## config.mk

```make
export PLATFORM = sky130hd
export DESIGN_NAME = ldm_burst_master_flat
export DESIGN_NICKNAME = d
export VERILOG_FILES = /design/src/rtl/ldm_burst_master_if.sv /design/src/rtl/ldm_burst_master.sv /design/src/flat_wrapper.sv
export SDC_FILE = /design/constraint.sdc
export NUM_CORES = 1
export LEC_CHECK = 0
export BUFFER_PORTS_ARGS = -buffer_cell sky130_fd_sc_hd__clkbuf_2
export CORE_ASPECT_RATIO = 0.9
export CORE_MARGIN = 4
export CORE_UTILIZATION = 45
export CTS_BUF_LIST = sky130_fd_sc_hd__clkbuf_16
export CTS_CLUSTER_SIZE = 24
export DETAILED_ROUTE_END_ITERATION = 10
export PLACE_DENSITY = 0.7
export SYNTH_ARGS = -nofsm -noshare
export SYNTH_HDL_FRONTEND = slang
export SYNTH_SLANG_ARGS = --single-unit
```

## constraint.sdc

```tcl
create_clock -name clk -period 5.3 [get_ports clk]
set_clock_uncertainty 0.05 [all_clocks]
set_input_delay 0.795 -clock clk [delete_from_list [all_inputs] [get_ports clk]]
set_output_delay 0.795 -clock clk [all_outputs]
set_load 0.01 [all_outputs]
```

## src/rtl/ldm_burst_master_if.sv

```systemverilog
// Command, write-stream and read-stream bundle of the LDM burst engine.
// master = host/DMA side driving commands, slave = the burst engine.
interface ldm_burst_master_if #(
   parameter int AWIDTH = 10,
   parameter int DWIDTH = 32
);
   logic              cmd_valid;
   logic              cmd_ready;
   logic              cmd_dir;
   logic [AWIDTH-1:0] cmd_addr;
   logic [AWIDTH:0]   cmd_len;
   logic              wr_valid;
   logic              wr_ready;
   logic [DWIDTH-1:0] wr_data;
   logic              rd_valid;
   logic              rd_ready;
   logic [DWIDTH-1:0] rd_data;

   modport master (
      output cmd_valid, cmd_dir, cmd_addr, cmd_len, wr_valid, wr_data, rd_ready,
      input  cmd_ready, wr_ready, rd_valid, rd_data
   );

   modport slave (
      input  cmd_valid, cmd_dir, cmd_addr, cmd_len, wr_valid, wr_data, rd_ready,
      output cmd_ready, wr_ready, rd_valid, rd_data
   );
endinterface

```

## src/rtl/ldm_burst_master.sv

```systemverilog
// Burst engine for one LDM port: streams a contiguous word block into or out of the LDM.
// Optional: define LDM_BURST_RANGE_CHK_EN to reject bursts that run past the top address.
module ldm_burst_master #(
   parameter int AWIDTH = 10,
   parameter int DWIDTH = 32
) (
   input  logic              clk,
   input  logic              rst,
   ldm_burst_master_if.slave bus,
   output logic              mem_en,
   output logic              mem_we,
   output logic [AWIDTH-1:0] mem_addr,
   output logic [DWIDTH-1:0] mem_din,
   input  logic [DWIDTH-1:0] mem_dout,
   output logic              busy,
   output logic              done,
   output logic              err
);

   typedef enum logic [1:0] {
      ST_IDLE  = 2'd0,
      ST_WRITE = 2'd1,
      ST_READ  = 2'd2,
      ST_DRAIN = 2'd3
   } state_t;

   state_t            state_r;
   logic [AWIDTH-1:0] addr_r;
   logic [AWIDTH:0]   remaining_r;
   logic              inflight_r;
   logic              done_r;
   logic [DWIDTH-1:0] fifo_mem_r [3];
   logic [1:0]        fifo_rd_ptr_r;
   logic [1:0]        fifo_wr_ptr_r;
   logic [1:0]        fifo_count_r;
   logic              wr_beat_s;
   logic              rd_issue_s;
   logic              fifo_push_s;
   logic              fifo_pop_s;
   logic              last_word_s;
   logic              rd_valid_s;
   logic              reject_s;

   function automatic logic [1:0] ptr_next(input logic [1:0] ptr);
      return (ptr == 2'd2) ? 2'd0 : ptr + 2'd1;
   endfunction

   // Beat/issue qualification; fetch-ahead is capped at 3 words counting the read in flight.
   always_comb begin
      wr_beat_s   = 1'b0;
      rd_issue_s  = 1'b0;
      last_word_s = (remaining_r == (AWIDTH+1)'(1));
      if (state_r == ST_WRITE) begin
         wr_beat_s = bus.wr_valid;
      end else if (state_r == ST_READ) begin
         rd_issue_s = (remaining_r != '0) &&
                      (({1'b0, fifo_count_r} + {2'b00, inflight_r}) < 3'd3);
      end else begin
         wr_beat_s  = 1'b0;
         rd_issue_s = 1'b0;
      end
      rd_valid_s  = (fifo_count_r != 2'd0);
      fifo_push_s = inflight_r;
      fifo_pop_s  = rd_valid_s && bus.rd_ready;
   end

   assign mem_en        = wr_beat_s | rd_issue_s;
   assign mem_we        = wr_beat_s;
   assign mem_addr      = addr_r;
   assign mem_din       = (state_r == ST_WRITE) ? bus.wr_data : '0;
   assign busy          = (state_r != ST_IDLE);
   assign done          = done_r;
   assign bus.cmd_ready = (state_r == ST_IDLE);
   assign bus.wr_ready  = (state_r == ST_WRITE);
   assign bus.rd_valid  = rd_valid_s;
   assign bus.rd_data   = rd_valid_s ? fifo_mem_r[fifo_rd_ptr_r] : '0;

`ifdef LDM_BURST_RANGE_CHK_EN
   logic [AWIDTH+1:0] cmd_end_s;
   logic              err_r;

   // A burst ending beyond 2**AWIDTH is flagged at the handshake.
   always_comb begin
      cmd_end_s = {2'b00, bus.cmd_addr} + {1'b0, bus.cmd_len};
      reject_s  = cmd_end_s[AWIDTH+1] ||
                  (cmd_end_s[AWIDTH] && (cmd_end_s[AWIDTH-1:0] != '0));
   end

   // Error pulse, coincident with the done pulse of a rejected command.
   always_ff @(posedge clk or posedge rst) begin
      if (rst) begin
         err_r <= 1'b0;
      end else begin
         err_r <= (state_r == ST_IDLE) && bus.cmd_valid && reject_s;
      end
   end

   assign err = err_r;
`else
   assign reject_s = 1'b0;
   assign err      = 1'b0;
`endif

   // Command FSM with address/length counters, read-inflight flag and done pulse.
   always_ff @(posedge clk or posedge rst) begin
      if (rst) begin
         state_r     <= ST_IDLE;
         addr_r      <= '0;
         remaining_r <= '0;
         inflight_r  <= 1'b0;
         done_r      <= 1'b0;
      end else begin
         done_r     <= 1'b0;
         inflight_r <= rd_issue_s;
         case (state_r)
            ST_IDLE: begin
               if (bus.cmd_valid) begin
                  addr_r      <= bus.cmd_addr;
                  remaining_r <= bus.cmd_len;
                  if (reject_s || (bus.cmd_len == '0)) begin
                     done_r <= 1'b1;
                  end else if (bus.cmd_dir) begin
                     state_r <= ST_READ;
                  end else begin
                     state_r <= ST_WRITE;
                  end
               end
            end
            ST_WRITE: begin
               if (wr_beat_s) begin
                  addr_r      <= addr_r + AWIDTH'(1);
                  remaining_r <= remaining_r - (AWIDTH+1)'(1);
                  if (last_word_s) begin
                     state_r <= ST_IDLE;
                     done_r  <= 1'b1;
                  end
               end
            end
            ST_READ: begin
               if (rd_issue_s) begin
                  addr_r      <= addr_r + AWIDTH'(1);
                  remaining_r <= remaining_r - (AWIDTH+1)'(1);
                  if (last_word_s) begin
                     state_r <= ST_DRAIN;
                  end
               end
            end
            ST_DRAIN: begin
               // Leave on the final pop itself so done lands right after the last handshake.
               if (!inflight_r && ((fifo_count_r == 2'd0) ||
                                   ((fifo_count_r == 2'd1) && fifo_pop_s))) begin
                  state_r <= ST_IDLE;
                  done_r  <= 1'b1;
               end
            end
            default: begin
               state_r <= ST_IDLE;
            end
         endcase
      end
   end

   // Three-entry read FIFO; a capture and a pop may happen in the same cycle.
   always_ff @(posedge clk or posedge rst) begin
      if (rst) begin
         fifo_rd_ptr_r <= 2'd0;
         fifo_wr_ptr_r <= 2'd0;
         fifo_count_r  <= 2'd0;
         for (int i = 0; i < 3; i++) begin
            fifo_mem_r[i] <= '0;
         end
      end else begin
         if (fifo_push_s) begin
            fifo_mem_r[fifo_wr_ptr_r] <= mem_dout;
            fifo_wr_ptr_r             <= ptr_next(fifo_wr_ptr_r);
         end
         if (fifo_pop_s) begin
            fifo_rd_ptr_r <= ptr_next(fifo_rd_ptr_r);
         end
         case ({fifo_push_s, fifo_pop_s})
            2'b10:   fifo_count_r <= fifo_count_r + 2'd1;
            2'b01:   fifo_count_r <= fifo_count_r - 2'd1;
            default: fifo_count_r <= fifo_count_r;
         endcase
      end
   end

endmodule

```

## src/flat_wrapper.sv

```systemverilog
// flat-port wrapper written by rule: the top's interface ports become plain ports
module ldm_burst_master_flat 
#(
   parameter int AWIDTH = 10,
   parameter int DWIDTH = 32
)
  (clk, rst, mem_en, mem_we, mem_addr, mem_din, mem_dout, busy, done, err, bus_cmd_valid, bus_cmd_dir, bus_cmd_addr, bus_cmd_len, bus_wr_valid, bus_wr_data, bus_rd_ready, bus_cmd_ready, bus_wr_ready, bus_rd_valid, bus_rd_data);
  ldm_burst_master_if #(.AWIDTH(AWIDTH), .DWIDTH(DWIDTH)) bus_i ();
  input  logic clk;
  input  logic rst;
  output logic mem_en;
  output logic mem_we;
  output logic [AWIDTH-1:0] mem_addr;
  output logic [DWIDTH-1:0] mem_din;
  input  logic [DWIDTH-1:0] mem_dout;
  output logic busy;
  output logic done;
  output logic err;
  input wire logic [$bits(bus_i.cmd_valid)-1:0] bus_cmd_valid;
  input wire logic [$bits(bus_i.cmd_dir)-1:0] bus_cmd_dir;
  input wire logic [$bits(bus_i.cmd_addr)-1:0] bus_cmd_addr;
  input wire logic [$bits(bus_i.cmd_len)-1:0] bus_cmd_len;
  input wire logic [$bits(bus_i.wr_valid)-1:0] bus_wr_valid;
  input wire logic [$bits(bus_i.wr_data)-1:0] bus_wr_data;
  input wire logic [$bits(bus_i.rd_ready)-1:0] bus_rd_ready;
  output wire logic [$bits(bus_i.cmd_ready)-1:0] bus_cmd_ready;
  output wire logic [$bits(bus_i.wr_ready)-1:0] bus_wr_ready;
  output wire logic [$bits(bus_i.rd_valid)-1:0] bus_rd_valid;
  output wire logic [$bits(bus_i.rd_data)-1:0] bus_rd_data;
  assign bus_i.cmd_valid = bus_cmd_valid;
  assign bus_i.cmd_dir = bus_cmd_dir;
  assign bus_i.cmd_addr = bus_cmd_addr;
  assign bus_i.cmd_len = bus_cmd_len;
  assign bus_i.wr_valid = bus_wr_valid;
  assign bus_i.wr_data = bus_wr_data;
  assign bus_i.rd_ready = bus_rd_ready;
  assign bus_cmd_ready = bus_i.cmd_ready;
  assign bus_wr_ready = bus_i.wr_ready;
  assign bus_rd_valid = bus_i.rd_valid;
  assign bus_rd_data = bus_i.rd_data;
  ldm_burst_master #(.AWIDTH(AWIDTH), .DWIDTH(DWIDTH)) u_core (.clk(clk), .rst(rst), .bus(bus_i), .mem_en(mem_en), .mem_we(mem_we), .mem_addr(mem_addr), .mem_din(mem_din), .mem_dout(mem_dout), .busy(busy), .done(done), .err(err));
endmodule
```

* After elaboration in Yosys (flattened, before gate mapping)
Index checks and enable logic that the tools add are counted.
** Word-level totals
- Register bits after elaboration :: 127
- Output and inout bits :: 82
- Bits of input ports :: 91
- Word-level logic and storage cells :: 95
** Cells by class
- Equality and inequality tests :: 16
- Multiplexer cells :: 37
- Add/subtract/negate cells :: 7
- Bitwise gates (word level) :: 3
- Order comparisons :: 4
- Reduce and logical (&&, ||, !) cells :: 17
** Operator list (count)
- 32-bit 2-to-1 mux :: 5
- 96-bit bitwise mux :: 1
- 32-bit binary-select mux with 2-bit select :: 1
- 32-bit demux with 2-bit select :: 1
- 11-bit 2-to-1 mux :: 3
- 11-bit case mux with 3 select lines :: 1
- 10-bit 2-to-1 mux :: 3
- 10-bit case mux with 3 select lines :: 1
- 2-bit 2-to-1 mux :: 10
- 11-bit by 1-bit == test with 1-bit output (second input constant) :: 1
- 11-bit logical NOT :: 1
- 11-bit nonzero test :: 1
- 11-bit by 1-bit subtractor with 11-bit output (second input constant) :: 1
- 10-bit by 1-bit adder with 10-bit output (second input constant) :: 1
- 2-bit == test (second input constant) :: 5
- 2-bit by 1-bit != test with 1-bit output (second input constant) :: 5
- 1-bit 2-to-1 mux :: 8
- 2-bit case mux with 4 select lines :: 1
- 7-bit AND reduction :: 1
- 2-bit by 1-bit adder with 2-bit output (second input constant) :: 3
- 2-bit by 1-bit == test with 1-bit output (second input constant) :: 3
- 3-bit >= comparator (second input constant) :: 2
- 2-bit inverter with 3-bit output :: 2
- 2-bit nonzero test :: 3
- 14 further kinds :: 20

* Logic depth before layout (Yosys ltp)
Gate-level depths: netlist of run 1.
- Depth in word-level cells :: 7
- Gate-level depth with buffers :: 9
- Depth with buffers taken out :: 8

* Worst setup path before layout of run 1
No wires, ideal clock.
- Kind :: reg2out
- From :: register u_core.fifo_rd_ptr_r[1]
- To :: output bus_rd_data[10]
- Path slack :: 2915 ps
- Data required time :: 4455 ps
- Path buffers :: 2
- Stages on the path, launching flop included :: 7
- Arrival time :: 1540 ps
- Path through :: dfrtp_1 -> clkbuf_1 -> buf_1 -> mux2i_1 -> nor2_1 -> a21oi_1 -> nor2_1
** On the way
- Cells in the longest elaborated chain, start to end :: 5
** Ends and longest elaborated chain
- start: declaration :: line ldm_burst_master.sv:33 : logic [1:0] fifo_rd_ptr_r;
- start signal: assignment :: line ldm_burst_master.sv:178 : fifo_rd_ptr_r <= ptr_next(fifo_rd_ptr_r);
- 2-bit inverter with 3-bit output (not written as such) :: line ldm_burst_master.sv:76 : assign bus.rd_data = rd_valid_s ? fifo_mem_r[fifo_rd_ptr_r] : '0;
- 32-bit binary-select mux with 2-bit select :: line ldm_burst_master.sv:76
- 32-bit 2-to-1 mux (not written as such) (2 in a row) :: line ldm_burst_master.sv:76
- 32-bit 2-to-1 mux :: line ldm_burst_master.sv:76
- end: declaration :: line flat_wrapper.sv:29 : output wire logic [$bits(bus_i.rd_data)-1:0] bus_rd_data;
No other way between the ends. The select of a mux whose other input is x is not followed.

* Worst setup path after layout of run 1
- From :: register u_core.fifo_rd_ptr_r[1]
- To :: output bus_rd_data[19]
The elaborated chain is that of the path after synthesis.

==> results.toml, run 1 <==
[route]
routed.top_layer = "met4"
wl_per_cell_um = 16.1
drtPass1Iterations = 5
drt_iter0_markers = 214
drt.antenna.violating_nets = 0
routed_wl_mm = 15.7
drc = 0
dr_wl_met2_mm = 7.71
wl_met1_mm = 6.86
wl_met3_um = 958
vias_per_cell = 5.32
vias = 5201

[timing]
rsz0062_at_grt = "no"
period_share_pct = 61.7
hold_viol = 0
fin_setup_tns_ns = 0
setup_slack_ns = 2.03
worstMarginPinSlew_ns = 1.09
fmax_mhz = 306
slew_headroom_pct = 27.5
period_minus_slack_ns = 3.27
slew_viol_final = 0
finalSetupViolCount = 0

[logic_synthesis]
synth.top_cell.area_share_pct = 48.1
synth.area.top_cells = "dfrtp_1 48%, mux2_2 16%, mux2i_1 5.8%, nor2_1 4.4%, and2_1 3.1%"
yosys_warnings = 0
synth-edff-count = 0
async_flop_share_pct = 100
syn_area_per_cell_um2 = 10.7
synth.distinct_cells = 51
ys_seq_elements = 127
synthFlopType = "dfrtp_1"
yosys.area.top_type = "dfrtp_1"
synth-seq-area-share_pct = 48.1
synth_nets = 723
syn_inst = 619
syn_area_um2 = 6600

[worst_setup_path]
r2r_cells = 7
path_max_fanout = 35
r2r-end = "u_core.mem_addr[5]"
cp-end-kind = "output pin"
cp.arrival_ns = 2.42
worst_setup_path_start_kind = "flop"
cp_data_required_time_ns = 4.45
reg2reg_slack_ns = 2.25
timing.rr.start = "u_core.state_r[1]"
critical_path_class = "reg2out"

[pwr]
p_leak_nw = 3.87
power_density_nw_per_um2 = 671
max-vdd-ir-drop_uv = 689
power_mw = 5.45

[place]
dp_hpwl_mm = 11.1
numPlacedInstances = 949
preCtsSetupSlack_ns = 2.29
portBuffers = 171
gp_congestion = 0.862

[hold_path]
hold_path.class = "reg2reg"
hold_start = "u_core.fifo_mem_r[3]"
min_path_cells = 1
worst_hold_path.endpoint = "u_core.fifo_mem_r[3]"

[layout]
layout-drive-gt1-share_pct = 39.4
antenna_cells = 0
seq_area_um2 = 3180
syn2layout_area_growth_pct = 23.0
multi_input_area_um2 = 3180
finalNonFillerCells = 978
fin_nets = 879
num-fill-cells = 1233

[grt]
grt_usage_pct = 19.1
grt_pass1_vias = 5309
grt_overflow = 0
grt_max_degree = 83
grt_pass1_wl_mm = 25.0
antenna_found_initial = 0

[cts]
clock_latency_ns = 0.41
clk_pin_slew_ns = 0.05
hold_buffers = 0
cts_resized = 0
cts_sinks = 127
cts_tree = "done"
clock-root-buffer = "clkbuf_16"
h-tree-depth = 4
cts_max_path_buffers = 2
post_cts_buffers = 0
cts_buffers = 17

[floorplanning]
initial_core_util_pct = 46.5
fp.dieW_um = 136
boundaryPins = 173
core_area_um2 = 14200
num_rows = 41
die_y_um = 123
dieArea_um2 = 16700

[job]
maxCapViolations = 0

[status]
status = "complete, no violations"
## Yosys cell counts, types with 2 or more instances
library cell and n:
or3_1 2, nor4bb_1 2, nand3_1 8, buf_4 3, nor2_1 77, o22ai_1 2
buf_1 8, nand2_1 23, or4_1 2, o21ai_0 20, and3_1 2, o31ai_1 2
nand2b_1 8, dfrtp_1 127, buf_2 2, mux2_2 96, a31oi_1 4, nor3_1 3
a41oi_1 2, nor2b_1 5, o22a_1 6, o32ai_1 3, nor4b_1 4, or2_2 2
mux2i_1 38, buf_6 2, a21oi_1 41, clkbuf_1 26, inv_1 20, and2_1 33
ha_1 13, nor4_1 5, o211ai_1 2, xnor2_1 2, a211o_1 8
## how the worst max path moves through the flow
| stage | end | slack, ns | depth (start not counted) | start |
|---|---|---|---|---|
| final | bus_rd_data[19] | 2.03 | 5 | u_core.fifo_rd_ptr_r[1] |
| after floorplan | u_core.done | 1.07 | 1 | rst |
| after CTS | mem_en | 2.00 | 7 | u_core.state_r[1] |
| after global routing | mem_en | 1.76 | 7 | u_core.state_r[1] |
| after global placement | bus_rd_data[0] | 2.52 | 5 | u_core.fifo_rd_ptr_r[1] |
| after detailed placement | u_core.mem_addr[5] | 2.29 | 7 | u_core.state_r[1] |
## flip-flops by register name, indices dropped and copies added (netlist names)
| name | count |
|---|---|
| u_core.done | 1 |
| u_core.fifo_count_r | 2 |
| u_core.fifo_mem_r | 96 |
| u_core.fifo_push_s | 1 |
| u_core.fifo_rd_ptr_r | 2 |
| u_core.fifo_wr_ptr_r | 2 |
| u_core.mem_addr | 10 |
| u_core.remaining_r | 11 |
| u_core.state_r | 2 |
## cell type report
cell class | count | share of cell area, %
well taps | 193 | 2.97
repair buffers | 178 | 11.2
clock buffers | 17 | 5.24
clock inverters | 12 | 1.36
multi-input cells | 430 | 39.1
inverters | 21 | 1.00
flip-flops and latches | 127 | 39.1
## critical path, stage by stage (launching register included)
cell and delay [ns]:
dfrtp_2 1.08, nor2b_2 0.21, buf_4 0.30, a21oi_1 0.22
nor2_1 0.06, clkbuf_2 0.13
## cell usage in the layout, fill, tap and decap left out, types with 13 or more instances in the layout
| cell type | n |
|---|---|
| a21oi_1 | 41 |
| mux2i_1 | 38 |
| o21ai_0 | 20 |
| nor2_1 | 77 |
| mux2_2 | 96 |
| clkbuf_2 | 171 |
| ha_1 | 13 |
| inv_1 | 24 |
| and2_1 | 33 |
| clkbuf_16 | 17 |
| nand2_1 | 23 |
| dfrtp_1 | 126 |
## power breakdown
group	internal (mW)	total [mW]	leakage (nW)	switching, mW
clock network	0.671	1.06	0.280	0.393
logic	1.20	2.53	2.09	1.33
registers	1.48	1.85	1.50	0.377
## per-stage QoR
stage          util [%]  hold WS, ns  cell area [um2]
4_1_cts            57.2        0.450             8120
6_report           57.2        0.446             8120
5_1_grt            57.2        0.461             8120
3_5_place_dp       53.4        0.437             7590
3_3_place_gp       53.4        0.425             7590
2_1_floorplan         -        0.414             6600
## cell families after synthesis
kind of cell | Yosys count | share of synthesized area (%)
other | 1 | 0.0568
AOI/OAI and AO/OA | 98 | 9.17
DFF | 127 | 48.1
adders and majority gates | 13 | 2.46
buffers and inverters | 62 | 3.96
and+or+nand+nor | 181 | 13.6
muxes | 135 | 22.3
xor gates and xnor gates | 2 | 0.265
## routing by layer
layer	vias up	global-route usage, %
li1	2465	-
met1	2554	23.6
met2	166	32.3
met3	16	5.33
met4	0	6.74
met5	-	0
Note: power is estimated with default switching activity, not from simulation.
==> run 2, diff against run 1 <==
==> constraint.sdc (replaced) <==
create_clock -name clk -period 3.3 [get_ports clk]
set_clock_uncertainty 0.05 [all_clocks]
set_input_delay 0.495 -clock clk [delete_from_list [all_inputs] [get_ports clk]]
set_output_delay 0.495 -clock clk [all_outputs]
set_load 0.01 [all_outputs]
==> run 2 against run 1 <==
  * Clock-buffer cell count did not move
  * Global-route usage rose by 0.91 points
  * Largest power group unchanged
  * Highest routed layer unchanged
  * Worst setup slack got worse by 1.6 ns
  * Clock power rose by 68%
  * Sequential share of layout area fell by 0.46 points
==> results.toml, run 2 (synthesized netlist as in run 1, its figures left out) <==
[status]
status = "complete, no violations"

[layout]
num-fill-cells = 1217
finalNonFillerCells = 986
max_flop_register = "u_core.fifo_mem_r"
fin_area_um2 = 8220
layout_commonest_cell = "clkbuf_2"
syn2layout_area_growth_pct = 24.5
fin_nets = 885
largest_reg_flops = 96
antenna_cells = 0
final_cell_mix = "171 x clkbuf_2, 126 x dfrtp_1, 96 x mux2_2, 77 x nor2_1, 41 x a21oi_1"
fin_util_pct = 57.8
layout-drive-gt1-share_pct = 39.6

[worst_setup_path]
crit_family = "compound AO/OA/AOI/OAI gates"
crit_path_end = "u_core.mem_addr[5]"
path_max_fanout = 50
startpoint = "u_core.fifo_push_s"
cp-end-kind = "flop"
cp_data_required_time_ns = 3.61
r2r-end = "u_core.mem_addr[5]"
cp_cell_sequence = "ha_1 > ha_1 > a211oi_1 > o221ai_1 > a311o_2 > nor4b_1 > a211o_1"
worst_setup_path_start_kind = "flop"
cp_common_cell = "ha_1"
r2r_cells = 7
cp_slowest_cell = "a311o_2"
cp.arrival_ns = 3.17
cp_num_cells = 7
slowest_delay_ns = 0.69
reg2reg_slack_ns = 0.43
critPathBufInv = 0
critical_path_class = "reg2reg"
timing.rr.start = "u_core.fifo_push_s"

[floorplanning]
boundaryPins = 173
initial_core_util_pct = 46.5
core_area_um2 = 14200
dieArea_um2 = 16700
num_rows = 41
fp.dieW_um = 136
die_y_um = 123

[cts]
post_cts_buffers = 0
cts_tree = "done"
clock-root-buffer = "clkbuf_16"
cts_sinks = 127
cts_max_path_buffers = 2
cts_resized = 0
h-tree-depth = 4
clock_latency_ns = 0.42
cts_buffers = 17
hold_buffers = 0
clk_pin_slew_ns = 0.05

[timing]
hold_viol = 0
fin_setup_tns_ns = 0
setup_slack_ns = 0.435
finalSetupViolCount = 0
rsz0062_at_grt = "no"
worstMarginPinSlew_ns = 0.824
slew_viol_final = 0
whs_ns = 0.126
slew_headroom_pct = 45.1
period_share_pct = 86.8
period_minus_slack_ns = 2.87
fmax_mhz = 349

[pwr]
power_density_nw_per_um2 = 1080
max-vdd-ir-drop_uv = 909
power_mw = 8.91
p_leak_nw = 3.91

[place]
portBuffers = 171
dp_hpwl_mm = 11.3
gp_congestion = 0.815
numPlacedInstances = 955
dpl-instance-area_um2 = 7660
preCtsSetupSlack_ns = 0.462

[route]
drc = 0
vias = 5244
vias_per_cell = 5.32
drt.antenna.violating_nets = 0
routed_wl_mm = 16.2
drt_iter0_markers = 295
wl_per_cell_um = 16.4
drtPass1Iterations = 4

[job]
maxCapViolations = 0

[hold_path]
hold_path.class = "in2async"

[grt]
grt_pass1_vias = 5434
grt_max_degree = 70
antenna_found_initial = 0
grt_usage_pct = 20.0
grt_pass1_wl_mm = 26.1
grt_overflow = 0
run 2: changes by cell type in the layout (fill, tap and decap cells not counted), sizes merged:
cell,change
buf,+6
inv,-2
clkinv,+3
bufinv,+1
run 2: cell type report:
type / instances / area, um2 / area share (%)
clock buffers: 17 / 425 / 5.18
clock inverters: 14 / 135 / 1.64
inverters: 21 / 82.6 / 1.00
multi-input cells: 430 / 3180 / 38.6
flip-flops and latches: 127 / 3180 / 38.7
well taps: 193 / 241 / 2.94
repair buffers: 184 / 978 / 11.9
run 2: metal layers:
layer	track usage, %	up-vias	share of wire [%]
li1	-	2478	-
met1	24.3	2570	42
met2	34.5	175	50
met3	5.29	21	6.0
met4	7.24	0	1.9
met5	0	-	0
run 2: where the power goes:
part	leakage, nW	internal (mW)	total (mW)	switching, mW
combinational	2.12	1.96	4.22	2.26
sequential	1.50	2.37	2.91	0.534
clock	0.291	1.15	1.78	0.631
total	3.91	5.49	8.91	3.42
run 2: worst min path at each step:
| stage | start | to | slack (ns) | cells past startpoint |
|---|---|---|---|---|
| floorplan | u_core.fifo_mem_r[3] | u_core.fifo_mem_r[3] | 0.41 | 1 |
| global placement | u_core.fifo_mem_r[3] | u_core.fifo_mem_r[3] | 0.42 | 1 |
| detailed placement | u_core.fifo_mem_r[3] | u_core.fifo_mem_r[3] | 0.44 | 1 |
| CTS | rst | u_core.mem_addr[8] | 0.14 | 2 |
| global route | rst | u_core.mem_addr[8] | 0.17 | 2 |
| finish | rst | u_core.mem_addr[8] | 0.13 | 2 |
